[src/rtl/maze_pkg.sv]
// Shared maze constants, FSM state type and the display-to-tile mapping
// used by the move detector and the display index mapper.
package maze_pkg;

  localparam int unsigned DIR_UP = 3;
  localparam int unsigned DIR_DN = 2;
  localparam int unsigned DIR_LT = 1;
  localparam int unsigned DIR_RT = 0;

  localparam int unsigned DEF_MAP_W     = 16;
  localparam int unsigned DEF_MAP_H     = 16;
  localparam int unsigned DEF_TILE_LOG2 = 4;
  localparam int unsigned DEF_ORIGIN_X  = 336;
  localparam int unsigned DEF_ORIGIN_Y  = 27;
  localparam int unsigned DEF_CENTER    = 7;

  typedef enum logic [2:0] {
    IDLE, CALC, RD_UP, RD_DN, RD_LT, RD_RT, WAIT, RESP
  } state_t;

  typedef struct packed {
    logic        off_map;
    logic        aligned;
    logic [11:0] row;
    logic [11:0] col;
  } tile_t;

  // Negative offsets show up as bit 11 of the 12-bit difference.
  function automatic tile_t map_tile(input logic [10:0] x, input logic [9:0] y,
                                     input int unsigned ox, input int unsigned oy,
                                     input int unsigned tl2, input int unsigned w,
                                     input int unsigned h, input int unsigned ctr);
    tile_t       t;
    logic [11:0] dx;
    logic [11:0] dy;
    logic [11:0] msk;
    dx        = {1'b0, x} - 12'(ox);
    dy        = {2'b00, y} - 12'(oy);
    t.col     = dx >> tl2;
    t.row     = dy >> tl2;
    t.off_map = dx[11] | dy[11] | (32'(t.col) >= w) | (32'(t.row) >= h);
    msk       = (12'd1 << tl2) - 12'd1;
    t.aligned = ((dx & msk) == 12'(ctr)) && ((dy & msk) == 12'(ctr)) && !t.off_map;
    return t;
  endfunction

endpackage

[src/rtl/multi_valid_move_detector_if.sv]
// Query/response bus between sprite controllers, the detector and the maze memory.
interface multi_valid_move_detector_if #(
    parameter int unsigned N_CH   = 4,
    parameter int unsigned ADDR_W = 8
);
    logic [N_CH-1:0]    req;
    logic [N_CH*11-1:0] pos_x;
    logic [N_CH*10-1:0] pos_y;
    logic [N_CH-1:0]    ready;
    logic [N_CH-1:0]    resp_valid;
    logic [N_CH*4-1:0]  valid_moves;
    logic [N_CH-1:0]    aligned;
    logic [N_CH-1:0]    off_map;
    logic               mem_en;
    logic [ADDR_W-1:0]  mem_addr;
    logic               mem_wall;

    modport slave (
        input  req, pos_x, pos_y, mem_wall,
        output ready, resp_valid, valid_moves, aligned, off_map, mem_en, mem_addr
    );

    modport master (
        output req, pos_x, pos_y, mem_wall,
        input  ready, resp_valid, valid_moves, aligned, off_map, mem_en, mem_addr
    );
endinterface

[src/rtl/multi_valid_move_detector_rr_arbiter.sv]
// N-wide round-robin arbiter: one-hot grant starting at the pointer, pointer
// advances past the winner whenever a grant is issued.
module rr_arbiter #(
    parameter int unsigned N = 4,
    localparam int unsigned IW = (N > 1) ? $clog2(N) : 1
) (
    input  logic          clk,
    input  logic          rst_n,
    input  logic [N-1:0]  req,
    input  logic          en,
    output logic [N-1:0]  gnt,
    output logic [IW-1:0] gnt_idx,
    output logic          gnt_any
);
    logic [IW-1:0] ptr;
    logic          found;
    int unsigned   idx;

    always_comb begin
        gnt     = '0;
        gnt_idx = '0;
        found   = 1'b0;
        idx     = 0;
        for (int unsigned k = 0; k < N; k++) begin
            idx = (32'(ptr) + k) % N;
            if (!found && req[idx]) begin
                found   = 1'b1;
                gnt_idx = IW'(idx);
            end
        end
        gnt_any = found & en;
        if (gnt_any) gnt[gnt_idx] = 1'b1;
    end

    always_ff @(posedge clk or negedge rst_n) begin
        if (!rst_n)       ptr <= '0;
        else if (gnt_any) ptr <= IW'((32'(gnt_idx) + 1) % N);
    end
endmodule

[src/rtl/multi_valid_move_detector.sv]
// Multi-channel valid-move detector: arbitrates sprite queries and probes the
// four neighbour tiles in the shared maze memory, fixed 7-cycle latency.
module multi_valid_move_detector
  import maze_pkg::*;
#(
    parameter int unsigned N_CH      = 4,
    parameter int unsigned MAP_W     = DEF_MAP_W,
    parameter int unsigned MAP_H     = DEF_MAP_H,
    parameter int unsigned TILE_LOG2 = DEF_TILE_LOG2,
    parameter int unsigned ORIGIN_X  = DEF_ORIGIN_X,
    parameter int unsigned ORIGIN_Y  = DEF_ORIGIN_Y,
    parameter int unsigned CENTER    = DEF_CENTER
) (
    input logic clk,
    input logic rst_n,
    multi_valid_move_detector_if.slave bus
);
    localparam int unsigned ADDR_W = $clog2(MAP_W * MAP_H);
    localparam int unsigned IW     = (N_CH > 1) ? $clog2(N_CH) : 1;

    state_t              state;
    logic [10:0]         px;
    logic [9:0]          py;
    logic [IW-1:0]       ch;
    logic [3:0]          mask;
    logic                en_q;
    logic                mem_en_q;
    logic [ADDR_W-1:0]   mem_addr_q;
    logic [N_CH-1:0]     resp_valid_q;
    logic [N_CH*4-1:0]   valid_moves_q;
    logic [N_CH-1:0]     aligned_q;
    logic [N_CH-1:0]     off_map_q;
    logic [N_CH-1:0]     gnt;
    logic [IW-1:0]       gnt_idx;
    logic                gnt_any;
    logic                arb_en;
    tile_t               tile;
    logic                rd_ok;
    logic [ADDR_W-1:0]   rd_addr;
    int unsigned         nr;
    int unsigned         nc;

    // Gating with rst_n keeps ready low while reset is held.
    assign arb_en = (state == IDLE) && rst_n;

    rr_arbiter #(.N(N_CH)) u_arb (
        .clk     (clk),
        .rst_n   (rst_n),
        .req     (bus.req),
        .en      (arb_en),
        .gnt     (gnt),
        .gnt_idx (gnt_idx),
        .gnt_any (gnt_any)
    );

    always_comb tile = map_tile(px, py, ORIGIN_X, ORIGIN_Y, TILE_LOG2, MAP_W, MAP_H, CENTER);

    // Address for the read issued in the next state, registered on the transition.
    always_comb begin
        rd_ok = 1'b0;
        nr    = 32'(tile.row);
        nc    = 32'(tile.col);
        case (state)
            CALC:  begin rd_ok = (tile.row != '0);         nr = 32'(tile.row) - 1; end
            RD_UP: begin rd_ok = (32'(tile.row) + 1 < MAP_H); nr = 32'(tile.row) + 1; end
            RD_DN: begin rd_ok = (tile.col != '0);         nc = 32'(tile.col) - 1; end
            RD_LT: begin rd_ok = (32'(tile.col) + 1 < MAP_W); nc = 32'(tile.col) + 1; end
            default: rd_ok = 1'b0;
        endcase
        rd_ok   = rd_ok & ~tile.off_map;
        rd_addr = rd_ok ? ADDR_W'(nr * MAP_W + nc) : '0;
    end

    always_ff @(posedge clk or negedge rst_n) begin
        if (!rst_n) begin
            state         <= IDLE;
            px            <= '0;
            py            <= '0;
            ch            <= '0;
            mask          <= '0;
            en_q          <= 1'b0;
            mem_en_q      <= 1'b0;
            mem_addr_q    <= '0;
            resp_valid_q  <= '0;
            valid_moves_q <= '0;
            aligned_q     <= '0;
            off_map_q     <= '0;
        end else begin
            resp_valid_q <= '0;
            mem_en_q     <= rd_ok;
            mem_addr_q   <= rd_addr;
            en_q         <= mem_en_q;
            case (state)
                IDLE: if (gnt_any) begin
                    ch    <= gnt_idx;
                    px    <= bus.pos_x[11*gnt_idx +: 11];
                    py    <= bus.pos_y[10*gnt_idx +: 10];
                    state <= CALC;
                end
                CALC:  begin mask <= '0; state <= RD_UP; end
                RD_UP: state <= RD_DN;
                // Each read's data lands one state later; en_q says whether it was issued.
                RD_DN: begin mask[DIR_UP] <= en_q & ~bus.mem_wall; state <= RD_LT; end
                RD_LT: begin mask[DIR_DN] <= en_q & ~bus.mem_wall; state <= RD_RT; end
                RD_RT: begin mask[DIR_LT] <= en_q & ~bus.mem_wall; state <= WAIT;  end
                WAIT:  begin mask[DIR_RT] <= en_q & ~bus.mem_wall; state <= RESP;  end
                RESP: begin
                    valid_moves_q[4*ch +: 4] <= mask;
                    aligned_q[ch]            <= tile.aligned;
                    off_map_q[ch]            <= tile.off_map;
                    resp_valid_q[ch]         <= 1'b1;
                    state                    <= IDLE;
                end
                default: state <= IDLE;
            endcase
        end
    end

    assign bus.ready       = gnt;
    assign bus.resp_valid  = resp_valid_q;
    assign bus.valid_moves = valid_moves_q;
    assign bus.aligned     = aligned_q;
    assign bus.off_map     = off_map_q;
    assign bus.mem_en      = mem_en_q;
    assign bus.mem_addr    = mem_addr_q;
endmodule

[src/flat_wrapper.sv]
// flat-port wrapper written by rule: the top's interface ports become plain ports
module multi_valid_move_detector_flat import maze_pkg::*;
#(
    parameter int unsigned N_CH      = 4,
    parameter int unsigned MAP_W     = DEF_MAP_W,
    parameter int unsigned MAP_H     = DEF_MAP_H,
    parameter int unsigned TILE_LOG2 = DEF_TILE_LOG2,
    parameter int unsigned ORIGIN_X  = DEF_ORIGIN_X,
    parameter int unsigned ORIGIN_Y  = DEF_ORIGIN_Y,
    parameter int unsigned CENTER    = DEF_CENTER
)
  (clk, rst_n, bus_req, bus_pos_x, bus_pos_y, bus_mem_wall, bus_ready, bus_resp_valid, bus_valid_moves, bus_aligned, bus_off_map, bus_mem_en, bus_mem_addr);
  multi_valid_move_detector_if #(.N_CH(N_CH), .ADDR_W(8)) bus_i ();
  input logic clk;
  input logic rst_n;
  input wire logic [$bits(bus_i.req)-1:0] bus_req;
  input wire logic [$bits(bus_i.pos_x)-1:0] bus_pos_x;
  input wire logic [$bits(bus_i.pos_y)-1:0] bus_pos_y;
  input wire logic [$bits(bus_i.mem_wall)-1:0] bus_mem_wall;
  output wire logic [$bits(bus_i.ready)-1:0] bus_ready;
  output wire logic [$bits(bus_i.resp_valid)-1:0] bus_resp_valid;
  output wire logic [$bits(bus_i.valid_moves)-1:0] bus_valid_moves;
  output wire logic [$bits(bus_i.aligned)-1:0] bus_aligned;
  output wire logic [$bits(bus_i.off_map)-1:0] bus_off_map;
  output wire logic [$bits(bus_i.mem_en)-1:0] bus_mem_en;
  output wire logic [$bits(bus_i.mem_addr)-1:0] bus_mem_addr;
  assign bus_i.req = bus_req;
  assign bus_i.pos_x = bus_pos_x;
  assign bus_i.pos_y = bus_pos_y;
  assign bus_i.mem_wall = bus_mem_wall;
  assign bus_ready = bus_i.ready;
  assign bus_resp_valid = bus_i.resp_valid;
  assign bus_valid_moves = bus_i.valid_moves;
  assign bus_aligned = bus_i.aligned;
  assign bus_off_map = bus_i.off_map;
  assign bus_mem_en = bus_i.mem_en;
  assign bus_mem_addr = bus_i.mem_addr;
  multi_valid_move_detector #(.N_CH(N_CH), .MAP_W(MAP_W), .MAP_H(MAP_H), .TILE_LOG2(TILE_LOG2), .ORIGIN_X(ORIGIN_X), .ORIGIN_Y(ORIGIN_Y), .CENTER(CENTER)) u_core (.clk(clk), .rst_n(rst_n), .bus(bus_i));
endmodule
[config.mk]
export PLATFORM = sky130hd
export DESIGN_NAME = multi_valid_move_detector_flat
export DESIGN_NICKNAME = d
export VERILOG_FILES = /design/src/rtl/maze_pkg.sv /design/src/rtl/multi_valid_move_detector_if.sv /design/src/rtl/multi_valid_move_detector_rr_arbiter.sv /design/src/rtl/multi_valid_move_detector.sv /design/src/flat_wrapper.sv
export SDC_FILE = /design/constraint.sdc
export NUM_CORES = 1
export LEC_CHECK = 0
export BUFFER_PORTS_ARGS = -buffer_cell sky130_fd_sc_hd__buf_2
export CORE_ASPECT_RATIO = 1.1
export CORE_MARGIN = 3
export CORE_UTILIZATION = 53
export CTS_CLUSTER_DIAMETER = 200
export DETAILED_ROUTE_END_ITERATION = 12
export PLACE_DENSITY_LB_ADDON = 0.3
export SLEW_MARGIN = 5
export SYNTH_ARGS = -nofsm -noshare
export SYNTH_HDL_FRONTEND = slang
export SYNTH_SLANG_ARGS = --single-unit
[constraint.sdc]
create_clock -name clk -period 4.4 [get_ports clk]
set_input_delay 0.44 -clock clk [delete_from_list [all_inputs] [get_ports clk]]
set_output_delay 0.44 -clock clk [all_outputs]
set_load 0.01 [all_outputs]
-- Yosys cells after proc, flatten, opt, wreduce, memory -nomap -nowiden
Index checks and enable logic that the tools add are counted.
- reductions and logical operators: 20
- $add $sub $neg: 12
- multiplexer cells: 35
- shift operators: 4
- $mul: 2
- bitwise gates (word level): 8
- div/mod/pow operators: 0
- magnitude comparators: 12
- equal/unequal tests: 10
- operator list (kind ; count):
    44-bit by 7-bit variable part select with 11-bit output ; 1
    40-bit by 7-bit variable part select with 10-bit output ; 1
    4-bit negator with 34-bit output ; 1
    4-bit by 34-bit variable shift with 16-bit output, first input constant ; 1
    4-bit by 34-bit variable part select with 16-bit output ; 1
    3-bit one-hot mux with 8 select lines ; 1
    12-bit nonzero test ; 2
    8-bit by 1-bit adder with 9-bit output, second input constant ; 2
    2-bit by 3-bit < comparator with 1-bit output, second input constant ; 6
    9-bit by 5-bit < comparator with 1-bit output, second input constant ; 2
    16-bit bitwise mux ; 1
    8-bit by 5-bit >= comparator with 1-bit output, second input constant ; 2
    8-bit one-hot mux with 2 select lines ; 1
    3-bit equality test, second input constant ; 4
    11-bit by 9-bit subtractor with 12-bit output, second input constant ; 1
    10-bit by 5-bit subtractor with 11-bit output, second input constant ; 1
    1-bit two-way mux ; 10
    8-bit adder ; 1
    1-bit binary-select mux with 2-bit select ; 4
    4-bit bitwise mux ; 2
    4-bit by 3-bit equality test with 1-bit output, second input constant ; 2
    1-bit logical AND ; 8
    2-bit two-way mux ; 4
    4-bit two-way mux ; 2
    other kinds (23) ; 42
- memories kept: 0
- RAM bits: 0
- output and inout bits: 41
- bits in read-only memories: 0
- latch bits: 0
- input port bits: 91
- register bits: 70

-- Longest topological paths before layout
- depth in word-level cells: 17
- gate-level depth with buffers: 17
- mapped depth without buffers: 15

-- Cells and area by module
From an unflattened synthesis, not the netlist that was laid out.
- cells, all modules: 391
- area total of the unflattened synthesis: 4385.5 um^2
- by module, submodules not included (module ; cells an instance ; area an instance (um^2) ; instances ; seq. area each (um^2)):
    multi_valid_move_detector ; 361 ; 4102.7 ; 1 ; 1701.6
    rr_arbiter ; 30 ; 282.8 ; 1 ; 50.0

-- Least setup slack after synthesis
No wires, ideal clock.
- path kind: flip-flop to flip-flop
- start point: register u_core.px[4]
- end point: register u_core.mem_addr_q[7] (netlist: u_core.bus.mem_addr[7])
- period minus slack after synthesis: 3555 ps
- cell stages (with the launch flop): 17
- slack: 845 ps
- data arrival time: 3409 ps
- path through: dfrtp_1 > clkbuf_1 > inv_1 > ha_1 > buf_2 > xor2_1 > nor3b_1 > nand2_1 > o21ai_0 > xor2_1 > ha_1 > a21o_1 > a21oi_1 > o21ai_0 > o211a_1 > a211oi_1 > nor4b_2
- cells in the longest elaborated chain, start to end: 7
- ends and longest elaborated chain (element ; line ; source):
    start: declaration ; multi_valid_move_detector.sv:22 ; logic [10:0] px;
    start signal: assignment ; multi_valid_move_detector.sv:96 ; px <= bus.pos_x[11*gnt_idx +: 11];
    11-bit by 9-bit subtractor with 12-bit output (*) ; maze_pkg.sv:37 ; dx = {1'b0, x} - 12'(ox);
    branches (longest 5 deep; another with 8-bit by 1-bit adder with 9-bit output) ; - ;
    8-bit two-way mux (*) ; multi_valid_move_detector.sv:71 ; rd_addr = rd_ok ? ADDR_W'(nr * MAP_W + nc) : '0;
    named net u_core.rd_addr[7] ; multi_valid_move_detector.sv:39 ; logic [ADDR_W-1:0] rd_addr;
    end signal: assignment ; multi_valid_move_detector.sv:91 ; mem_addr_q <= rd_addr;
    end: declaration ; multi_valid_move_detector.sv:28 ; logic [ADDR_W-1:0] mem_addr_q;
Mark *: on every way through the listed nets, which the timed path passes.
A chain may end at the register's enable or synchronous reset.

-- Worst setup path after layout
Same ends and word-level chain as after synthesis.

==> summary.log <==
qor: worst_setup_path.peak_per_stage_delay_on_the_critical_path 0.62 ns
qor: route.route.detailed.drc 0
qor: logic_synthesis.synth_fp_nets 600
qor: cts.clk-insertion-delay-late 0.35 ns
qor: finish.antenna_cells 0
qor: logic_synthesis.netlist-cell-type-count 57
qor: sta.setup-violations-final 0
qor: logic_synthesis.synth_top_area_cell sky130_fd_sc_hd__dfrtp_1
qor: route.route.final.wire_length 10.76 mm
qor: route.detailroute.via_count 4068
qor: logic_synthesis.synth.yosys.warnings 0
qor: route.avgRoutedWirePerCell 14.86 um
qor: die.die_ar 0.009904 sq mm
qor: global_route.maximum_number_of_pins_on_one_net_before_global_route_repair 71
qor: logic_synthesis.synth_enable_flop_cells 0
qor: finish.fillerInstances 684
qor: cts.post_cts_resize_count 0
qor: global_route.antenna_found_initial 0
qor: power.power_frac_clock 0.146
qor: global_route.via_count_of_the_first_global_routing_pass 4005
qor: die.initial_core_util 0.5483
qor: finish.stdcell_count 724
qor: power.finalPower 3.832 mW
qor: job.max_cap_viol_count 0
qor: worst_setup_path.cpMaxStageDelayCell sky130_fd_sc_hd__dfrtp_1
qor: place.dp_hpwl 8.177 mm
qor: cts.cts-buffers-inserted 9
qor: power.p_sw_frac 0.4479
qor: worst_setup_path.cp.arrival 4.35 ns
qor: cts.tritoncts_num_sinks 70
qor: place.placed_cells_incl_taps 709
qor: worst_setup_path.worst_r2r_endpoint u_core.bus.mem_addr[7]
qor: logic_synthesis.avgSynthCellArea 9.439 sq um
qor: place.buffer_ports.inserted 131
qor: logic_synthesis.synthMostInstantiatedCell sky130_fd_sc_hd__dfrtp_1
qor: global_route.track_usage 0.2233
qor: die.core_area 0.008452 sq mm
qor: cts.cts_tree built
qor: die.placementRows 35
qor: run_status.run_status complete, no violations
qor: logic_synthesis.netlist_area 0.004634 sq mm
qor: worst_setup_path.timing_worst_setup_path_type flop to flop
qor: route.avgViaCountPerCell 5.619
qor: sta.post-route-period-util 0.9387
qor: min_path.hold_class input port to asynchronous set/reset pin
qor: cts.ctsHoldBuffers 0
qor: worst_setup_path.r2r_setup_slack 0.27 ns
qor: global_route.globalRouteOverflowTotal 0
qor: power.peakVddDrop 316.0 uV
qor: route.number_of_detailed_routing_iterations_run_before_antenna_repair 5
qor: route.final_antenna_net_count 0
qor: finish.final_layout_size_suffix_gt1_frac 0.3018
qor: sta.final-max-slew-violation-count 0
qor: cts.clk_pin_slew_worst_paths 0.07 ns
qor: worst_setup_path.path_delay_family compound AO/OA/AOI/OAI gates
qor: sta.fmaxAchievable 0.2421 GHz
qor: sta.final.setup_skew 0.004683 ns
qor: logic_synthesis.synthTopCellsByArea sky130_fd_sc_hd__dfrtp_1 (38%), sky130_fd_sc_hd__mux2i_1 (14%), sky130_fd_sc_hd__mux2_2 (5.3%)
qor: logic_synthesis.syn-instance-count 491
qor: worst_setup_path.cp_cell_sequence inv_1 -> ha_1 -> nor3b_1 -> o21ai_0 -> a21boi_0 -> nor2b_1 -> mux2i_1 -> o211ai_1 -> ha_1 -> a21oi_1 -> o21ai_0 -> o211a_1 -> a211oi_1 -> nor4b_2
qor: cts.postCtsSetupBuffers 0
qor: sta.unrepaired_setup_endpoints_after_global_routing false
qor: cts.clk_path_buf_depth 2
qor: sta.fin_crit_period 4.130 ns
qor: finish.design.final.nets 718
qor: sta.timing.max_slew.rel_slack 0.2971
qor: worst_setup_path.cp.required 4.62 ns
qor: power.power_switching 1.717 mW
qor: power.power_report.internal_total 2.116 mW
qor: power.leakagePower 2.763 nW
qor: cts.root_driver sky130_fd_sc_hd__clkbuf_8
qor: power.comb_power_share 0.568
qor: logic_synthesis.synth-seq-cells 70
qor: worst_setup_path.critical_path_peak_fanout 14
qor: finish.areaGrowthSynthToFinish 20.82%
qor: worst_setup_path.critPathLaunchType flop
qor: power.power.sequential.fraction 0.285
qor: die.die_width 95.16 um
qor: logic_synthesis.postSynth.topFlopCell sky130_fd_sc_hd__dfrtp_1
qor: logic_synthesis.ys_top_cells_by_count sky130_fd_sc_hd__dfrtp_1 (70), sky130_fd_sc_hd__mux2i_1 (66), sky130_fd_sc_hd__nand2_1 (60), sky130_fd_sc_hd__o21ai_0 (36)
qor: die.boundaryPins 132
qor: sta.tightestPinTransition 1.045 ns
qor: route.detail_route.iter0.violations 173
qor: sta.report.final.hold_viol_count 0
qor: sta.accumulated_negative_setup_slack 0 ns
qor: worst_setup_path.worstSetupEndpointType flop
qor: logic_synthesis.synth_top_area_share 0.3780
qor: cts.cts.htree.levels 3
qor: worst_setup_path.worst-r2r-cell-count 14
qor: die.floorplan.die.height 104.1 um
qor: power.power.density 684.4 mW/mm^2
qor: logic_synthesis.async_flop_share 1.000
qor: global_route.grt_first_pass_wirelength 17.84 mm
qor: logic_synthesis.fraction_of_the_yosys_area_taken_by_sequential_cells 0.3780
qor: worst_setup_path.critical_path_buf_inv_count 1
qor: worst_setup_path.r2r_start u_core.px[4]
qor: place.final_weighted_congestion_in_routability_driven_placement 0.9158
==> cell usage in the layout, fill, tap and decap left out, types with 6 or more instances in the layout <==
master,count
sky130_fd_sc_hd__a21oi_1,16
sky130_fd_sc_hd__and2_1,6
sky130_fd_sc_hd__buf_2,131
sky130_fd_sc_hd__clkbuf_8,9
sky130_fd_sc_hd__dfrtp_1,70
sky130_fd_sc_hd__ha_1,17
sky130_fd_sc_hd__inv_1,21
sky130_fd_sc_hd__mux2_2,22
sky130_fd_sc_hd__mux2i_1,66
sky130_fd_sc_hd__nand2_1,60
sky130_fd_sc_hd__nand2b_1,6
sky130_fd_sc_hd__nor2_1,22
sky130_fd_sc_hd__nor3_1,13
sky130_fd_sc_hd__nor3b_1,7
sky130_fd_sc_hd__nor4_1,6
sky130_fd_sc_hd__o21ai_0,36
sky130_fd_sc_hd__o21ai_1,6
sky130_fd_sc_hd__xnor2_1,10
==> logic make-up after synthesis <==
family	after synthesis	synth area share
AO/OA/AOI/OAI	100	0.1401
buffers and inverters	50	0.04455
multiplexers	88	0.1960
AND/OR/NAND/NOR	151	0.1647
XOR/XNOR	14	0.02646
adder cells (fa/ha/maj)	18	0.05022
flip-flops	70	0.3780
==> registers in the layout, indices dropped and copies added, names as in the netlist, 2 cells and up <==
register                cells
u_core.bus.aligned          4
u_core.bus.mem_addr         8
u_core.bus.off_map          4
u_core.bus.resp_valid       4
u_core.bus.valid_moves     16
u_core.ch                   2
u_core.mask                 4
u_core.px                  11
u_core.py                  10
u_core.state                3
u_core.u_arb.ptr            2
==> layout make-up <==
| cell class | count | area [sq um] | area share |
|---|---|---|---|
| multi-input combinational | 371 | 2725 | 0.4867 |
| clock buffer | 9 | 123.9 | 0.02212 |
| clock inverter | 6 | 87.58 | 0.01564 |
| sequential | 70 | 1752 | 0.3128 |
| tap | 111 | 138.9 | 0.02480 |
| inverter | 21 | 78.83 | 0.01408 |
| timing repair buffer | 136 | 693.2 | 0.1238 |
==> worst max path at each step <==
stage	slack (ns)	startpoint	depth (start not counted)	endpoint
after floorplan	0.85	u_core.px[4]	16	u_core.bus.mem_addr[7]
after global placement	0.75	u_core.px[4]	15	u_core.bus.mem_addr[7]
after detailed placement	0.45	u_core.px[4]	14	u_core.bus.mem_addr[7]
after CTS	0.42	u_core.px[4]	14	u_core.bus.mem_addr[7]
after global routing	0.04	u_core.px[4]	14	u_core.bus.mem_addr[7]
final	0.27	u_core.px[4]	14	u_core.bus.mem_addr[7]
==> power by group through the flow <==
stage          clock network, mW  registers (mW)  logic (mW)
6_report                   0.561            1.09        2.18
5_1_grt                    0.595            1.13        2.40
4_1_cts                    0.572            1.09        2.15
3_5_place_dp                   0            1.10        2.14
3_3_place_gp                   0            1.08        2.04
2_1_floorplan                  0           0.971        1.75
==> stage by stage <==
step / area (sq um) / hold WS (ns) / util / worst slack (ns)
after global routing: 5599 / 0.3934 / 0.6625 / 0.03865
after global placement: 5383 / 0.3530 / 0.6369 / 0.7490
after floorplan: 4634 / 0.1444 / - / 0.8451
final: 5599 / 0.3332 / 0.6625 / 0.2697
after detailed placement: 5383 / 0.3649 / 0.6369 / 0.4515
after CTS: 5594 / 0.3725 / 0.6619 / 0.4222
==> worst reg2reg max path: stages (launching register included) <==
cell and delay [ns]:
sky130_fd_sc_hd__dfrtp_1 0.62, sky130_fd_sc_hd__inv_1 0.12, sky130_fd_sc_hd__ha_1 0.34, sky130_fd_sc_hd__nor3b_1 0.31, sky130_fd_sc_hd__o21ai_0 0.17, sky130_fd_sc_hd__a21boi_0 0.35, sky130_fd_sc_hd__nor2b_1 0.24, sky130_fd_sc_hd__mux2i_1 0.22
sky130_fd_sc_hd__o211ai_1 0.10, sky130_fd_sc_hd__ha_1 0.35, sky130_fd_sc_hd__a21oi_1 0.32, sky130_fd_sc_hd__o21ai_0 0.19, sky130_fd_sc_hd__o211a_1 0.26, sky130_fd_sc_hd__a211oi_1 0.31, sky130_fd_sc_hd__nor4b_2 0.09
==> layer usage <==
metal  wire, um  global-route usage  up-vias
li1           -                   -     1983
met1       4155              0.2484     1884
met2       5518              0.4002      170
met3        732             0.04414       31
met4        354              0.1000        0
met5          0                   0        -
Power figures use the tool's default switching activity.
